`config.mk`:
```
export PLATFORM = sky130hd
export DESIGN_NAME = dec_secded_pipe_flat
export DESIGN_NICKNAME = d
export VERILOG_FILES = /design/src/rtl/dec_secded_pipe_if.sv /design/src/rtl/dec_secded_pipe.sv /design/src/flat_wrapper.sv
export SDC_FILE = /design/constraint.sdc
export NUM_CORES = 1
export LEC_CHECK = 0
export CAP_MARGIN = 10
export CORE_UTILIZATION = 30
export CTS_BUF_LIST = sky130_fd_sc_hd__clkbuf_4 sky130_fd_sc_hd__clkbuf_8
export DETAILED_ROUTE_END_ITERATION = 12
export PLACE_DENSITY_LB_ADDON = 0.08
export SLEW_MARGIN = 20
export SYNTH_ARGS = -nofsm -noshare
export SYNTH_HDL_FRONTEND = slang
export SYNTH_SLANG_ARGS = --single-unit
```
`constraint.sdc`:
```
create_clock -name clk -period 4.59 [get_ports clk]
set_input_delay 0.6885 -clock clk [delete_from_list [all_inputs] [get_ports clk]]
set_output_delay 0.6885 -clock clk [all_outputs]
set_load 0.02 [all_outputs]
```
`src/rtl/dec_secded_pipe_if.sv`:
```
// ---------------------------------------------------------------------------
// dec_secded_pipe_if
//   Streaming bus between a SECDED decoder and its neighbours.
//
//   Upstream side   : in_codeword / in_valid / in_ready
//   Downstream side : out_data / out_sec / out_ded / out_err_pos /
//                     out_syndrome / out_valid / out_ready
//
//   modport master : the environment (drives codewords, accepts results)
//   modport slave  : the decoder
//
//   Widths follow the codeword width: K = log2(CW_WIDTH) syndrome bits,
//   D = CW_WIDTH-K-1 data bits.
// ---------------------------------------------------------------------------
interface dec_secded_pipe_if #(
    parameter int CW_WIDTH = 16
);
    localparam int K = $clog2(CW_WIDTH);
    localparam int D = CW_WIDTH - K - 1;

    logic [CW_WIDTH-1:0] in_codeword;
    logic                in_valid;
    logic                in_ready;

    logic [D-1:0]        out_data;
    logic                out_sec;
    logic                out_ded;
    logic [K-1:0]        out_err_pos;
    logic [K:0]          out_syndrome;
    logic                out_valid;
    logic                out_ready;

    modport master (
        output in_codeword, in_valid, out_ready,
        input  in_ready, out_data, out_sec, out_ded, out_err_pos,
               out_syndrome, out_valid
    );

    modport slave (
        input  in_codeword, in_valid, out_ready,
        output in_ready, out_data, out_sec, out_ded, out_err_pos,
               out_syndrome, out_valid
    );
endinterface

```
`src/rtl/dec_secded_pipe.sv`:
```
// ---------------------------------------------------------------------------
// dec_secded_pipe
//   Two-stage pipelined Hamming SECDED decoder with valid/ready flow control
//   and saturating single/double error counters.
//
//   Codeword layout (K = log2(CW_WIDTH)):
//     bit b, b < K   : Hamming parity, column 2^b
//     bit K          : overall parity, column 0
//     bit K+1+j      : data bit j, column = j-th integer >= 3 that is not a
//                      power of two
//
//   Ports
//     clk        : clock, rising edge
//     rst_n      : asynchronous active-low reset
//     bus        : dec_secded_pipe_if.slave (codeword in, decoded result out)
//     clr_cnt    : synchronous clear of both counters (wins over increment)
//     sec_count  : saturating count of delivered single-error words
//     ded_count  : saturating count of delivered double-error words
//
//   Stage 1 registers the data field and {overall parity, syndrome};
//   stage 2 registers corrected data, flags, error position and syndrome.
//   Latency is two cycles from the input handshake to out_valid.
// ---------------------------------------------------------------------------
module dec_secded_pipe #(
    parameter int CW_WIDTH  = 16,
    parameter int CNT_WIDTH = 16
) (
    input  logic                 clk,
    input  logic                 rst_n,
    dec_secded_pipe_if.slave     bus,
    input  logic                 clr_cnt,
    output logic [CNT_WIDTH-1:0] sec_count,
    output logic [CNT_WIDTH-1:0] ded_count
);

    localparam int K = $clog2(CW_WIDTH);
    localparam int D = CW_WIDTH - K - 1;

    // Position reported when the syndrome is zero but parity is odd: the
    // overall parity bit itself was flipped.
    localparam logic [K-1:0] OVERALL_POS = K[K-1:0];

    // -----------------------------------------------------------------------
    // Column assigned to codeword bit i. Parity bits carry one-hot columns,
    // the overall parity bit carries column 0 and data bits take the
    // remaining non-power-of-two values in ascending order.
    // -----------------------------------------------------------------------
    function automatic logic [K-1:0] col_of(input int i);
        int n;
        col_of = '0;
        n      = K + 1;
        if (i < K) begin
            col_of[i] = 1'b1;
        end else if (i > K) begin
            for (int c = 3; c < CW_WIDTH; c++) begin
                if ((c & (c - 1)) != 0) begin
                    if (n == i) col_of = c[K-1:0];
                    n++;
                end
            end
        end
    endfunction

    // -----------------------------------------------------------------------
    // Handshake: a stage loads when it is empty or when its content moves on.
    // -----------------------------------------------------------------------
    logic v1;
    logic v2;
    logic ld1;
    logic ld2;

    assign ld2          = !v2 || bus.out_ready;
    assign ld1          = !v1 || ld2;
    assign bus.in_ready = ld1;
    assign bus.out_valid = v2;

    // -----------------------------------------------------------------------
    // Stage 1 combinational: syndrome is the XOR of the columns of all set
    // bits; the overall parity is the XOR of every bit.
    // -----------------------------------------------------------------------
    logic [K-1:0] s1_syn;
    logic         s1_par;

    always_comb begin
        // NOTE: every variable written here gets a default first, so no
        // path leaves it unassigned and no latch is inferred.
        s1_syn = '0;
        for (int i = 0; i < CW_WIDTH; i++) begin
            if (bus.in_codeword[i]) s1_syn ^= col_of(i);
        end
        s1_par = ^bus.in_codeword;
    end

    // Only the data field is carried forward: the parity bits are fully
    // summarised by {s1_par, s1_syn}, and a flipped parity bit needs no
    // correction in the delivered data.
    logic [D-1:0] d1;
    logic [K-1:0] syn1;
    logic         par1;

    always_ff @(posedge clk or negedge rst_n) begin
        if (!rst_n) begin
            // NOTE: sequential state uses non-blocking assignments so every
            // register samples the pre-edge values of the others.
            v1 <= 1'b0;
        end else if (ld1) begin
            v1 <= bus.in_valid;
        end
    end

    // NOTE: stage-1 payload has no reset; v1 qualifies it, so its contents
    // after reset are never observed.
    always_ff @(posedge clk) begin
        if (ld1 && bus.in_valid) begin
            d1   <= bus.in_codeword[CW_WIDTH-1:K+1];
            syn1 <= s1_syn;
            par1 <= s1_par;
        end
    end

    // -----------------------------------------------------------------------
    // Stage 2 combinational: classify, locate and correct.
    //   par=1           -> single error at the bit whose column equals syn
    //   par=0, syn!=0   -> double error, data passed through
    //   par=0, syn=0    -> clean
    // -----------------------------------------------------------------------
    logic [K-1:0] s2_pos;
    logic         s2_sec;
    logic         s2_ded;
    logic [D-1:0] s2_data;
    logic [K-1:0] s2_err_pos;

    always_comb begin
        s2_pos = OVERALL_POS;
        for (int i = 0; i < CW_WIDTH; i++) begin
            if (i != K && col_of(i) == syn1) s2_pos = i[K-1:0];
        end

        s2_sec = par1;
        s2_ded = !par1 && (syn1 != '0);

        // A data bit is inverted only when it is the located single error.
        for (int j = 0; j < D; j++) begin
            s2_data[j] = d1[j] ^ (par1 && (col_of(K + 1 + j) == syn1));
        end

        s2_err_pos = s2_sec ? s2_pos : '0;
    end

    // -----------------------------------------------------------------------
    // Stage 2 registers. Fields change only when a valid word moves in, so
    // they hold stable while the consumer stalls and ignore bubbles.
    // -----------------------------------------------------------------------
    logic [D-1:0] out_data_r;
    logic         out_sec_r;
    logic         out_ded_r;
    logic [K-1:0] out_err_pos_r;
    logic [K:0]   out_syndrome_r;

    always_ff @(posedge clk or negedge rst_n) begin
        if (!rst_n) begin
            v2             <= 1'b0;
            out_data_r     <= '0;
            out_sec_r      <= 1'b0;
            out_ded_r      <= 1'b0;
            out_err_pos_r  <= '0;
            out_syndrome_r <= '0;
        end else if (ld2) begin
            v2 <= v1;
            if (v1) begin
                out_data_r     <= s2_data;
                out_sec_r      <= s2_sec;
                out_ded_r      <= s2_ded;
                out_err_pos_r  <= s2_err_pos;
                out_syndrome_r <= {par1, syn1};
            end
        end
    end

    assign bus.out_data     = out_data_r;
    assign bus.out_sec      = out_sec_r;
    assign bus.out_ded      = out_ded_r;
    assign bus.out_err_pos  = out_err_pos_r;
    assign bus.out_syndrome = out_syndrome_r;

    // -----------------------------------------------------------------------
    // Error counters: count delivered words only, saturate at all-ones;
    // clear has priority over a coincident increment.
    // -----------------------------------------------------------------------
    logic out_hs;
    assign out_hs = v2 && bus.out_ready;

    always_ff @(posedge clk or negedge rst_n) begin
        if (!rst_n) begin
            sec_count <= '0;
            ded_count <= '0;
        end else if (clr_cnt) begin
            sec_count <= '0;
            ded_count <= '0;
        end else if (out_hs) begin
            if (out_sec_r && sec_count != '1) sec_count <= sec_count + CNT_WIDTH'(1);
            if (out_ded_r && ded_count != '1) ded_count <= ded_count + CNT_WIDTH'(1);
        end
    end

endmodule

```
`src/flat_wrapper.sv`:
```
// flat-port wrapper written by rule: the top's interface ports become plain ports
module dec_secded_pipe_flat 
#(
    parameter int CW_WIDTH  = 16,
    parameter int CNT_WIDTH = 16
)
  (clk, rst_n, clr_cnt, sec_count, ded_count, bus_in_codeword, bus_in_valid, bus_out_ready, bus_in_ready, bus_out_data, bus_out_sec, bus_out_ded, bus_out_err_pos, bus_out_syndrome, bus_out_valid);
  dec_secded_pipe_if #(.CW_WIDTH(CW_WIDTH)) bus_i ();
  input  logic clk;
  input  logic rst_n;
  input  logic clr_cnt;
  output logic [CNT_WIDTH-1:0] sec_count;
  output logic [CNT_WIDTH-1:0] ded_count;
  input wire logic [$bits(bus_i.in_codeword)-1:0] bus_in_codeword;
  input wire logic [$bits(bus_i.in_valid)-1:0] bus_in_valid;
  input wire logic [$bits(bus_i.out_ready)-1:0] bus_out_ready;
  output wire logic [$bits(bus_i.in_ready)-1:0] bus_in_ready;
  output wire logic [$bits(bus_i.out_data)-1:0] bus_out_data;
  output wire logic [$bits(bus_i.out_sec)-1:0] bus_out_sec;
  output wire logic [$bits(bus_i.out_ded)-1:0] bus_out_ded;
  output wire logic [$bits(bus_i.out_err_pos)-1:0] bus_out_err_pos;
  output wire logic [$bits(bus_i.out_syndrome)-1:0] bus_out_syndrome;
  output wire logic [$bits(bus_i.out_valid)-1:0] bus_out_valid;
  assign bus_i.in_codeword = bus_in_codeword;
  assign bus_i.in_valid = bus_in_valid;
  assign bus_i.out_ready = bus_out_ready;
  assign bus_in_ready = bus_i.in_ready;
  assign bus_out_data = bus_i.out_data;
  assign bus_out_sec = bus_i.out_sec;
  assign bus_out_ded = bus_i.out_ded;
  assign bus_out_err_pos = bus_i.out_err_pos;
  assign bus_out_syndrome = bus_i.out_syndrome;
  assign bus_out_valid = bus_i.out_valid;
  dec_secded_pipe #(.CW_WIDTH(CW_WIDTH), .CNT_WIDTH(CNT_WIDTH)) u_core (.clk(clk), .rst_n(rst_n), .bus(bus_i), .clr_cnt(clr_cnt), .sec_count(sec_count), .ded_count(ded_count));
endmodule
```
== Word level (Yosys, flattened, before mapping) ==
Index checks and enable logic that the tools add are counted.

* $add $sub $neg: 101
* Equality and inequality tests: 127
* Reduce and logical (&&, ||, !) cells: 29
* Mux-type cells: 271
* Bitwise gates (word level): 25

{| class="wikitable"
|+ Operators with widths
! kind !! number
|-
| 32-bit two-way mux || 110
|-
| 32-bit by 2-bit adder with 32-bit output (second input constant) || 99
|-
| 32-bit by 5-bit equality test with 1-bit output (second input constant) || 80
|-
| 32-bit by 4-bit equality test with 1-bit output (second input constant) || 30
|-
| 4-bit two-way mux || 135
|-
| 16-bit two-way mux || 6
|-
| 3-bit two-way mux || 16
|-
| 4-bit XOR || 12
|-
| 16-bit by 1-bit adder with 16-bit output (second input constant) || 2
|-
| 4-bit equality test (first input constant) || 8
|-
| 16-bit != test (second input constant) || 2
|-
| 3-bit by 4-bit equality test with 1-bit output (first input constant) || 4
|-
| 1-bit logical AND || 16
|-
| 16-bit parity || 1
|-
| 1-bit XOR || 11
|-
| 2-bit by 4-bit equality test with 1-bit output (first input constant) || 2
|-
| 2-bit AND reduction || 3
|-
| 2-bit nonzero test || 3
|-
| 1-bit by 4-bit equality test with 1-bit output (first input constant) || 1
|-
| 1-bit two-way mux || 4
|-
| 4-bit nonzero test || 1
|-
| 4-bit by 2-bit XOR with 4-bit output || 1
|-
| 4-bit by 3-bit XOR with 4-bit output || 1
|-
| 1-bit zero test || 3
|-
| 1-bit logical OR || 2
|}

* Word-level logic and storage cells: 565
* Output and inout port bits: 56
* Input port bits: 21
* Register bits: 72

== Depth between registers and ports, before layout ==
Gate-level depths: netlist of the first run.

* Depth in word-level cells: 44
* Gate-level depth with buffers: 6
* Gate-level depth less buffers: 6

== Worst setup path after synthesis of the first run ==
No wires, ideal clock.

* Path kind: reg2reg
* Start point: register u_core.sec_count[0]
* End point: register u_core.sec_count[5]
* Library setup time: 132 ps
* Cell stages (with the launch flop): 7
* Clock period less this slack: 1803 ps
* Data required time: 4458 ps
* Data arrival time: 1671 ps
* Setup slack: 2787 ps
* Path buffers: 0
* Cell sequence: dfrtp_1 ha_1 nand2_1 or4_4 o21ai_1 xor2_1 nor2_1

* Cells in the longest elaborated chain, start to end: 4

{| class="wikitable"
|+ Ends and longest elaborated chain
! element !! RTL line !! text
|-
| start, declared || dec_secded_pipe.sv:32 || <nowiki>output logic [CNT_WIDTH-1:0] sec_count,</nowiki>
|-
| start signal, assigned || dec_secded_pipe.sv:201 || <nowiki>if (out_sec_r && sec_count != '1) sec_count <= sec_count + CNT_WIDTH'(1);</nowiki>
|-
| 16-bit by 1-bit adder with 16-bit output or 16-bit != test (tied branches) || dec_secded_pipe.sv:201 ||
|-
| 16-bit two-way mux or 1-bit logical AND (tied branches) || dec_secded_pipe.sv:201 ||
|-
| 16-bit two-way mux or 2-bit nonzero test (tied branches) || -- ||
|-
| 16-bit two-way mux or 2-bit AND reduction (tied branches) || -- ||
|}

Parallel ways exist; a longest one is shown, timed or not. The select of a mux whose other input is x is not followed.
A chain may end at the register's enable or synchronous reset.

== Worst setup path in the final report of the first run ==
* Start point: input port bus_out_ready
* End point: output port bus_in_ready

* Cells in the longest elaborated chain, start to end: 2

{| class="wikitable"
|+ Ends and longest elaborated chain
! element !! RTL line !! text
|-
| start, declared || flat_wrapper.sv:16 || <nowiki>input wire logic [$bits(bus_i.out_ready)-1:0] bus_out_ready;</nowiki>
|-
| 1-bit logical OR || dec_secded_pipe.sv:72 || <nowiki>assign ld2 = !v2 || bus.out_ready;</nowiki>
|-
| 1-bit logical OR || dec_secded_pipe.sv:73 || <nowiki>assign ld1 = !v1 || ld2;</nowiki>
|-
| end, declared || flat_wrapper.sv:17 || <nowiki>output wire logic [$bits(bus_i.in_ready)-1:0] bus_in_ready;</nowiki>
|}

Every way passes these cells.

==> results of run 1 <==
## registers in the layout, summed over array words and instances (netlist names)
name                     cells
u_core.d1                   11
u_core.bus.out_valid         1
u_core.bus.out_err_pos       4
u_core.syn1                  4
u_core.bus.out_ded           1
u_core.bus.out_data         11
u_core.ded_count            16
u_core.sec_count            16
u_core.par1                  1
u_core.v1                    1
u_core.bus.out_syndrome      5
## per-layer routing
layer	global-route usage	share of wire	wire length, um
met3	0.03048	0.044	343
met1	0.1648	0.45	3471
met5	0	0	0
met4	0.07297	0.016	123
met2	0.2190	0.49	3780
## kinds of logic (layout without fill, tap and decap cells)
kind of cell	Yosys count	after routing	synth area share
AOI/OAI and AO/OA	35	35	0.05508
adders and majority gates	2	2	0.006926
DFF	71	71	0.5140
and+or+nand+nor	150	150	0.2321
xor gates and xnor gates	63	63	0.1528
buffers and inverters	14	97	0.01559
muxes	8	8	0.02355
## metrics by stage
step	total power, W	instances
after global placement	0.001236	553
after floorplan	0.001042	343
after CTS	0.001755	569
after global routing	0.001816	569
final	0.001718	569
after detailed placement	0.001240	553
## path summary, 6_finish.rpt
check | start | end | slack (ps) | cells after the start
max reg2reg | u_core.sec_count[0]$_DFFE_PN0P_ | u_core.sec_count[5]$_DFFE_PN0P_ | 2750 | 6
min in group clk | u_core.bus.out_err_pos[2]$_DFFE_PN0P_ | u_core.bus.out_err_pos[2]$_DFFE_PN0P_ | 480 | 2
max | bus_out_ready | bus_in_ready | 1830 | 3
min reg2reg | u_core.bus.out_err_pos[2]$_DFFE_PN0P_ | u_core.bus.out_err_pos[2]$_DFFE_PN0P_ | 480 | 2
max in group asynchronous | rst_n | u_core.bus.out_syndrome[2]$_DFFE_PN0P_ | 3640 | 2
min | rst_n | u_core.sec_count[11]$_DFFE_PN0P_ | 480 | 2
## layout by cell type, fill, tap and decap left out, drive strengths merged, types with 3 or more instances in the layout
master,count
nor2,47
mux2,4
nand2,33
nor3,14
clkdlybuf4s50,75
and3,3
buf,3
a21oi,6
xor2,19
nand2b,5
nor4,4
mux2i,4
nand4,13
edfxtp,16
or2,3
nand3,11
xnor2,44
or3,3
nor3b,3
nand3b,4
dfrtp,55
clkbuf,16
o21ai,20
inv,3
## critical path, stage by stage
cell	delay, ps
clkdlybuf4s50_1	560
nand3b_1	180
clkdlybuf4s50_1	640
## layout make-up
type                    instances  area, um2
inverters                       3      11.26
flip-flops and latches         71       1857
repair buffers                 78      770.7
multi-input cells             258       1699
fillers                      1162       6847
well taps                     143      178.9
clock buffers                  16      201.4
## synthesized netlist by cell type, types with 3 or more instances
library cell  number
dfrtp_1           55
nor2_1            47
xnor2_1           44
nand2_1           33
xor2_1            19
o21ai_0           18
edfxtp_1          16
nor3_1            14
clkbuf_1          10
nand3_1            9
nand4_1            7
a21oi_1            6
nand2b_1           5
mux2_2             4
mux2i_1            4
nand3b_1           4
nand4_2            4
inv_1              3
nor3b_1            3
nor4_2             3
## power groups by stage
stage          clock, W  combinational, W  sequential, W
4_1_cts        0.000526          0.000426       0.000803
5_1_grt        0.000544          0.000458       0.000814
3_3_place_gp          0          0.000422       0.000815
6_report       0.000501          0.000418       0.000799
3_5_place_dp          0          0.000426       0.000815
2_1_floorplan         0          0.000193       0.000849
==> results.py, run 1 <==
metrics = {
    "final_layout": {
        "syn_to_final_growth_pct": 30.62,
        "design_area_um2": 4718,
        "drive_above_1_share": 0.09624,
        "diodes": 0,
        "num-nets-final": 444,
        "fin_util": 0.4080,
    },
    "grt": {
        "grt_use_total": 0.1343,
        "grt_antenna_before_repair": 0,
        "gr-total-overflow": 0,
        "grt_start_max_net_pins": 56,
        "grt_pass1_vias": 2631,
        "grt_pass1_wl_um": 13090,
    },
    "die": {
        "ioPinCount": 77,
        "fp.dieH_um": 111.7,
        "coreArea_um2": 11560,
        "start_util": 0.3123,
        "die-width_um": 111.7,
        "dieArea_um2": 12480,
        "rows": 39,
    },
    "detailed_routing": {
        "wl_per_cell_um": 13.57,
        "drt_iter0_drc": 71,
        "routed_wl_um": 7719,
        "firstDrtPassIters": 10,
        "vias_per_cell": 4.673,
        "vias": 2659,
        "antenna_left": 0,
        "drc": 7,
    },
    "sta": {
        "final-setup-viol-count": 0,
        "worst_pin_slew_ps": 986.4,
        "period_minus_slack_ps": 2763,
        "fmax_ghz": 0.3620,
        "slew_headroom": 0.3408,
        "drv_slew": 0,
        "skew_ps": 7.650,
        "hold-worst-slack_ps": 475.9,
        "grt_setup_unrepaired": "no",
        "setup_tns_ps": 0,
        "period_share": 0.6019,
        "hold_viol_final": 0,
        "layout_setup_ws_ps": 1827,
    },
    "clock_network": {
        "clk_latency_ps": 350,
        "cts_tree": "built",
        "cts_buffers": 9,
        "post_cts_resized": 0,
        "clkTransAtPathRegs_ps": 70,
        "htreeDepth": 3,
        "cts_setup_buffers": 0,
        "cts_root_buf": "clkbuf_8",
        "cts.sink_count": 71,
        "cts.path.max_buffers": 2,
        "cts_hold_buf": 0,
    },
    "logic_synthesis": {
        "synth_top_area_share": 0.3810,
        "yosys.area.top_type": "dfrtp_1",
        "synth-main-ff-cell": "dfrtp_1",
        "async_flop_share": 0.7746,
        "yosysWarningCount": 0,
        "avgSynthCellArea_um2": 10.53,
        "synth_area_um2": 3612,
        "ys_seq_area_frac": 0.5140,
        "synth-seq-cells": 71,
        "syn_nets": 366,
        "post_synth_num_cell_types": 43,
        "synth-edff-count": 16,
        "netlist_instances": 343,
        "ys_top_cells_by_area": "dfrtp_1 (38%), edfxtp_1 (13%), xnor2_1 (11%)",
    },
    "setup_path": {
        "cp-start-kind": "input pin",
        "cp.arrival_ps": 2070,
        "cp-end-kind": "output port",
        "worstPathMaxFanout": 4,
        "cp_data_required_time_ps": 3900,
        "worst-setup-path-type": "in -> out",
    },
    "placed_design": {
        "place_ws_ps": 1810,
        "post-dp-hpwl_um": 5606,
        "io_buffers": 76,
        "routabilityCongestion": 0.7295,
        "placed_cell_area_um2": 4517,
    },
    "worst_hold_path": {
        "min_path_type": "in -> async",
    },
    "pwr": {
        "p_comb_frac": 0.243,
        "irDropWorstVdd_v": 0.0001239,
        "seq_power_share": 0.465,
        "power_density_nw_per_um2": 364.0,
        "p_int_w": 0.001207,
        "switchingPower_w": 0.0005102,
        "switching_share": 0.2970,
        "clkPwrFrac": 0.292,
        "power_leakage_nw": 1.832,
    },
    "flow_run": {
        "maxCapViolations": 0,
    },
    "run_status": {
        "violations": "design-rule violations",
        "status": "finished, violations left",
    },
}
(Power assumes the default switching activity.)
==> run 2, diff against run 1 <==
==> constraint.sdc (replaced) <==
create_clock -name clk -period 2.7 [get_ports clk]
set_input_delay 0.405 -clock clk [delete_from_list [all_inputs] [get_ports clk]]
set_output_delay 0.405 -clock clk [all_outputs]
set_load 0.02 [all_outputs]
==> run 2 against run 1 <==
Against the previous run: the run still ends with design-rule violations left; power grew 84%; cell area rose by 1.8%; clock skew is 12 ps higher; critical path type unchanged.
==> results.py, run 2 (synthesized netlist as in run 1, its figures left out) <==
metrics = {
    "run_status": {
        "status": "finished, violations left",
        "violations": "design-rule violations",
    },
    "detailed_routing": {
        "vias": 2677,
        "wl_per_cell_um": 13.82,
        "routed_wl_um": 7919,
        "antenna_left": 0,
        "vias_per_cell": 4.672,
        "drc": 8,
        "firstDrtPassIters": 8,
        "drt_iter0_drc": 119,
    },
    "setup_path": {
        "rr_worst_depth": 6,
        "worstPathMaxFanout": 4,
        "rr_startpoint": "u_core.sec_count[0]$_DFFE_PN0P_",
        "cp-end-kind": "output port",
        "rrSetupSlack_ps": 810,
        "cp.arrival_ps": 1780,
        "cp-start-kind": "input pin",
        "cp_data_required_time_ps": 2300,
        "worst-setup-path-type": "in -> out",
        "cp_top_family": "buffers and inverters",
        "timing.rr.end": "u_core.sec_count[5]$_DFFE_PN0P_",
        "critPathBufInv": 2,
        "cp_common_cell": "clkdlybuf4s50_1",
        "crit_slowest_cell": "clkdlybuf4s50_1",
        "slowest_delay_ps": 650,
        "crit_chain": "clkdlybuf4s50_1 > nand3b_1 > clkdlybuf4s50_1",
    },
    "sta": {
        "drv_slew": 0,
        "slew_headroom": 0.6053,
        "final-setup-viol-count": 0,
        "fmax_ghz": 0.4580,
        "hold-worst-slack_ps": 486.9,
        "period_share": 0.8088,
        "setup_tns_ps": 0,
        "worst_pin_slew_ps": 587.6,
        "skew_ps": 19.76,
        "grt_setup_unrepaired": "no",
        "period_minus_slack_ps": 2184,
        "hold_viol_final": 0,
    },
    "die": {
        "start_util": 0.3123,
        "dieArea_um2": 12480,
        "ioPinCount": 77,
        "die-width_um": 111.7,
        "coreArea_um2": 11560,
        "rows": 39,
        "fp.dieH_um": 111.7,
    },
    "grt": {
        "grt_use_total": 0.1324,
        "grt_start_max_net_pins": 33,
        "gr-total-overflow": 0,
        "grt_antenna_before_repair": 0,
        "grt_pass1_vias": 2559,
        "grt_pass1_wl_um": 12940,
    },
    "pwr": {
        "seq_power_share": 0.430,
        "switching_share": 0.2908,
        "switchingPower_w": 0.0009193,
        "p_comb_frac": 0.226,
        "p_int_w": 0.002242,
        "power_leakage_nw": 1.866,
        "power_density_nw_per_um2": 658.4,
        "power.total_w": 0.003161,
        "clkPwrFrac": 0.344,
        "irDropWorstVdd_v": 0.0003361,
    },
    "clock_network": {
        "clk_latency_ps": 350,
        "cts_tree": "built",
        "post_cts_resized": 0,
        "cts.path.max_buffers": 2,
        "cts_buffers": 9,
        "clkTransAtPathRegs_ps": 80,
        "htreeDepth": 3,
        "cts_root_buf": "clkbuf_8",
        "cts.sink_count": 71,
    },
    "final_layout": {
        "design_area_um2": 4801,
        "layout_commonest_cell": "clkdlybuf4s50_1",
        "final_cell_mix": "clkdlybuf4s50_1 (75), dfrtp_1 (55), nor2_1 (47)",
        "diodes": 0,
        "syn_to_final_growth_pct": 32.91,
        "reg_top3": "u_core.ded_count: 16 flops, u_core.sec_count: 16 flops",
        "drive_above_1_share": 0.1023,
        "num-nets-final": 448,
    },
    "placed_design": {
        "io_buffers": 76,
        "post-dp-hpwl_um": 5727,
        "placed_cell_area_um2": 4539,
        "routabilityCongestion": 0.7626,
    },
    "worst_hold_path": {
        "hold-path-endpoint": "u_core.bus.out_data[0]$_DFFE_PN0P_",
        "min_path_type": "reg -> reg",
        "hold_depth": 2,
        "hp-start": "u_core.bus.out_data[0]$_DFFE_PN0P_",
    },
    "flow_run": {
        "maxCapViolations": 0,
    },
}
run 2: power groups by stage:
stage	logic, W	clock network, W	registers, W
floorplan	0.000328	0	0.00144
global placement	0.000721	0	0.00139
detailed placement	0.000726	0	0.00139
CTS	0.000729	0.00111	0.00137
global route	0.000776	0.00115	0.00138
finish	0.000716	0.00109	0.00136
run 2: metrics by stage:
| stage | worst slack (ps) | util | instances |
|---|---|---|---|
| global placement | 485.5 | 0.3925 | 556 |
| CTS | 507.0 | 0.4151 | 573 |
| finish | 516.4 | 0.4151 | 573 |
| global route | 453.3 | 0.4151 | 573 |
| detailed placement | 464.5 | 0.3925 | 556 |
| floorplan | 896.8 | - | 343 |
run 2: per-layer routing:
| metal | part of all wire | global-route usage | vias to the layer above |
|---|---|---|---|
| met5 | 0 | 0 | - |
| li1 | - | - | 1344 |
| met4 | 0.014 | 0.06216 | 0 |
| met2 | 0.47 | 0.2091 | 68 |
| met3 | 0.047 | 0.02613 | 8 |
| met1 | 0.47 | 0.1744 | 1257 |
run 2: what timing repair did:
item                                   4_1_cts  5_1_grt
hold buffers                                 1        0
buffers inserted                             0        0
endpoints found under the hold margin       15        0
run 2: layout make-up:
type,count,area [um2]
multi-input cells,258,1699
fillers,1174,6764
repair buffers,82,803.3
clock buffers,11,145.1
well taps,143,178.9
inverters,3,11.26
flip-flops and latches,71,1857
clock inverters,5,106.4
run 2: how the worst max path moves through the flow:
stage | from | endpoint | slack [ps] | cells past startpoint
after global routing | bus_out_ready | bus_in_ready | 450 | 3
after CTS | bus_out_ready | bus_in_ready | 510 | 3
final | bus_out_ready | bus_in_ready | 520 | 3
after floorplan | u_core.sec_count[0]$_DFFE_PN0P_ | u_core.sec_count[5]$_DFFE_PN0P_ | 900 | 6
after global placement | bus_out_ready | u_core.ded_count[15]$_DFFE_PN0P_ | 490 | 6
after detailed placement | bus_out_ready | u_core.ded_count[15]$_DFFE_PN0P_ | 460 | 6
run 2: worst min-delay path: stages, from the launching register on:
cell	delay, ps
dfrtp_1	350
nand2_1	50
o21ai_0	60
==> run 3, diff against run 2 <==
==> constraint.sdc (replaced) <==
create_clock -name clk -period 1.85 [get_ports clk]
set_input_delay 0.2775 -clock clk [delete_from_list [all_inputs] [get_ports clk]]
set_output_delay 0.2775 -clock clk [all_outputs]
set_load 0.02 [all_outputs]
==> run 3 against run 2 <==
Against the previous run: the flow still finishes with violations (design-rule violations); cell count up 5.4%; register-to-register slack worse by 670 ps; clock-buffer cell count up 3; combinational power up 56%.
==> results.py, run 3 (synthesized netlist as in run 1, its figures left out) <==
metrics = {
    "run_status": {
        "status": "finished, violations left",
        "violations": "design-rule violations",
    },
    "sta": {
        "slew_headroom": 0.6891,
        "layout_setup_ws_ps": 68.61,
        "hold_viol_final": 0,
        "worst_pin_slew_ps": 466.3,
        "fmax_ghz": 0.5614,
        "skew_ps": 7.778,
        "grt_setup_unrepaired": "no",
        "period_minus_slack_ps": 1781,
        "period_share": 0.9629,
        "final-setup-viol-count": 0,
        "drv_slew": 0,
    },
    "clock_network": {
        "htreeDepth": 3,
        "cts.path.max_buffers": 2,
        "cts_setup_buffers": 0,
        "clk_latency_ps": 340,
        "clkTransAtPathRegs_ps": 70,
        "cts_buffers": 9,
        "cts_root_buf": "clkbuf_8",
        "cts.sink_count": 71,
        "cts_tree": "built",
    },
    "die": {
        "coreArea_um2": 11560,
        "rows": 39,
        "die-width_um": 111.7,
        "ioPinCount": 77,
        "start_util": 0.3123,
        "fp.dieH_um": 111.7,
        "dieArea_um2": 12480,
    },
    "final_layout": {
        "fin_cells": 604,
        "layout_commonest_cell": "clkdlybuf4s50_1",
        "design_area_um2": 4984,
        "syn_to_final_growth_pct": 37.96,
        "drive_above_1_share": 0.1627,
        "num-nets-final": 479,
        "multi_input_area_um2": 1699,
        "fill_cells": 1156,
        "final_cell_mix": "clkdlybuf4s50_1 (74), dfrtp_1 (55), nor2_1 (47)",
        "register_area_um2": 1857,
        "reg_top3": "u_core.ded_count: 16 flops, u_core.sec_count: 16 flops",
        "diodes": 0,
    },
    "pwr": {
        "power_leakage_nw": 2.002,
        "p_comb_frac": 0.265,
        "power_density_nw_per_um2": 851.9,
        "power.total_w": 0.004245,
        "switchingPower_w": 0.001283,
        "clkPwrFrac": 0.270,
        "switching_share": 0.3021,
        "p_int_w": 0.002963,
        "seq_power_share": 0.465,
        "irDropWorstVdd_v": 0.0002905,
    },
    "detailed_routing": {
        "firstDrtPassIters": 9,
        "vias_per_cell": 4.618,
        "antenna_left": 0,
        "drt_iter0_drc": 128,
        "wl_per_cell_um": 13.29,
        "routed_wl_um": 8027,
        "vias": 2789,
        "drc": 8,
    },
    "setup_path": {
        "worst-setup-path-type": "reg -> out",
        "crit_slowest_cell": "clkdlybuf4s50_1",
        "cp_data_required_time_ps": 1570,
        "crit_chain": "buf_4 > clkdlybuf4s50_1",
        "cp-start-kind": "flip-flop",
        "slowest_delay_ps": 600,
        "cp_top_family": "buffers and inverters",
        "critPathBufInv": 2,
        "cp.arrival_ps": 1500,
        "cp-end-kind": "output port",
        "worstPathMaxFanout": 5,
    },
    "grt": {
        "grt_pass1_vias": 2777,
        "grt_antenna_before_repair": 0,
        "grt_start_max_net_pins": 39,
        "grt_pass1_wl_um": 13680,
        "grt_use_total": 0.1404,
        "gr-total-overflow": 0,
    },
    "placed_design": {
        "placed_cell_area_um2": 4797,
        "dp_cells": 587,
        "place_ws_ps": -118.9,
        "io_buffers": 76,
        "post-dp-hpwl_um": 5950,
        "routabilityCongestion": 0.7451,
    },
    "flow_run": {
        "maxCapViolations": 0,
    },
    "worst_hold_path": {
        "min_path_type": "in -> async",
    },
}
[run 3: cell count changes in the layout (fill, tap and decap cells not counted), sizes merged]
cell / previous run / this run
dlygate4sd2: 0 / 1
clkinv: 1 / 2
clkbuf: 11 / 14
buf: 6 / 37
clkdlybuf4s50: 75 / 74
clkinvlp: 1 / 0
bufinv: 3 / 0
[run 3: worst paths after layout]
kind	from	to	slack, ps	cells past startpoint
worst max-delay path	u_core.sec_count[3]$_DFFE_PN0P_	sec_count[3]	70	2
worst min-delay path	rst_n	u_core.sec_count[11]$_DFFE_PN0P_	420	2
worst max register to register	u_core.sec_count[1]$_DFFE_PN0P_	u_core.sec_count[5]$_DFFE_PN0P_	140	6
worst min register to register	u_core.bus.out_data[1]$_DFFE_PN0P_	u_core.bus.out_data[1]$_DFFE_PN0P_	490	2
max in group asynchronous	rst_n	u_core.ded_count[15]$_DFFE_PN0P_	870	3
min in group clk	u_core.bus.out_data[1]$_DFFE_PN0P_	u_core.bus.out_data[1]$_DFFE_PN0P_	490	2
[run 3: what timing repair did]
item | CTS | global route
hold buffers | 1 | 0
resized for setup | 1 | 0
hold endpoints to repair | 17 | 0
endpoints found under the setup margin | 1 | 0
[run 3: routing by layer]
layer  up-vias  GRT usage  part of all wire  routed length [um]
li1       1414          -                 -                   -
met1      1311     0.1775              0.46                3723
met2        57     0.2290              0.48                3819
met3         7    0.03538             0.047                 375
met4         0    0.05676             0.013                 108
met5         -          0                 0                   0
[run 3: final cells by class]
| class | instances | area share |
|---|---|---|
| flip-flops and latches | 71 | 0.3726 |
| multi-input cells | 258 | 0.3409 |
| repair buffers | 113 | 0.2127 |
| well taps | 143 | 0.03590 |
| clock buffers | 14 | 0.03364 |
| inverters | 3 | 0.002260 |
| clock inverters | 2 | 0.002009 |
[run 3: stage by stage]
stage / utilization / setup TNS, ps / hold slack (ps)
detailed placement: 0.4148 / -1217 / 258.7
finish: 0.4309 / 0 / 419.2
global route: 0.4309 / 0 / 445.1
CTS: 0.4309 / 0 / 419.8
floorplan: - / 0 / -18.09
global placement: 0.4148 / -889.3 / 253.5
[run 3: power by group through the flow]
stage / combinational [W] / clock, W / sequential (W)
floorplan: 0.000479 / 0 / 0.00211
global placement: 0.00114 / 0 / 0.00201
detailed placement: 0.00114 / 0 / 0.00201
CTS: 0.00114 / 0.00120 / 0.00198
global route: 0.00123 / 0.00128 / 0.00201
finish: 0.00112 / 0.00115 / 0.00197
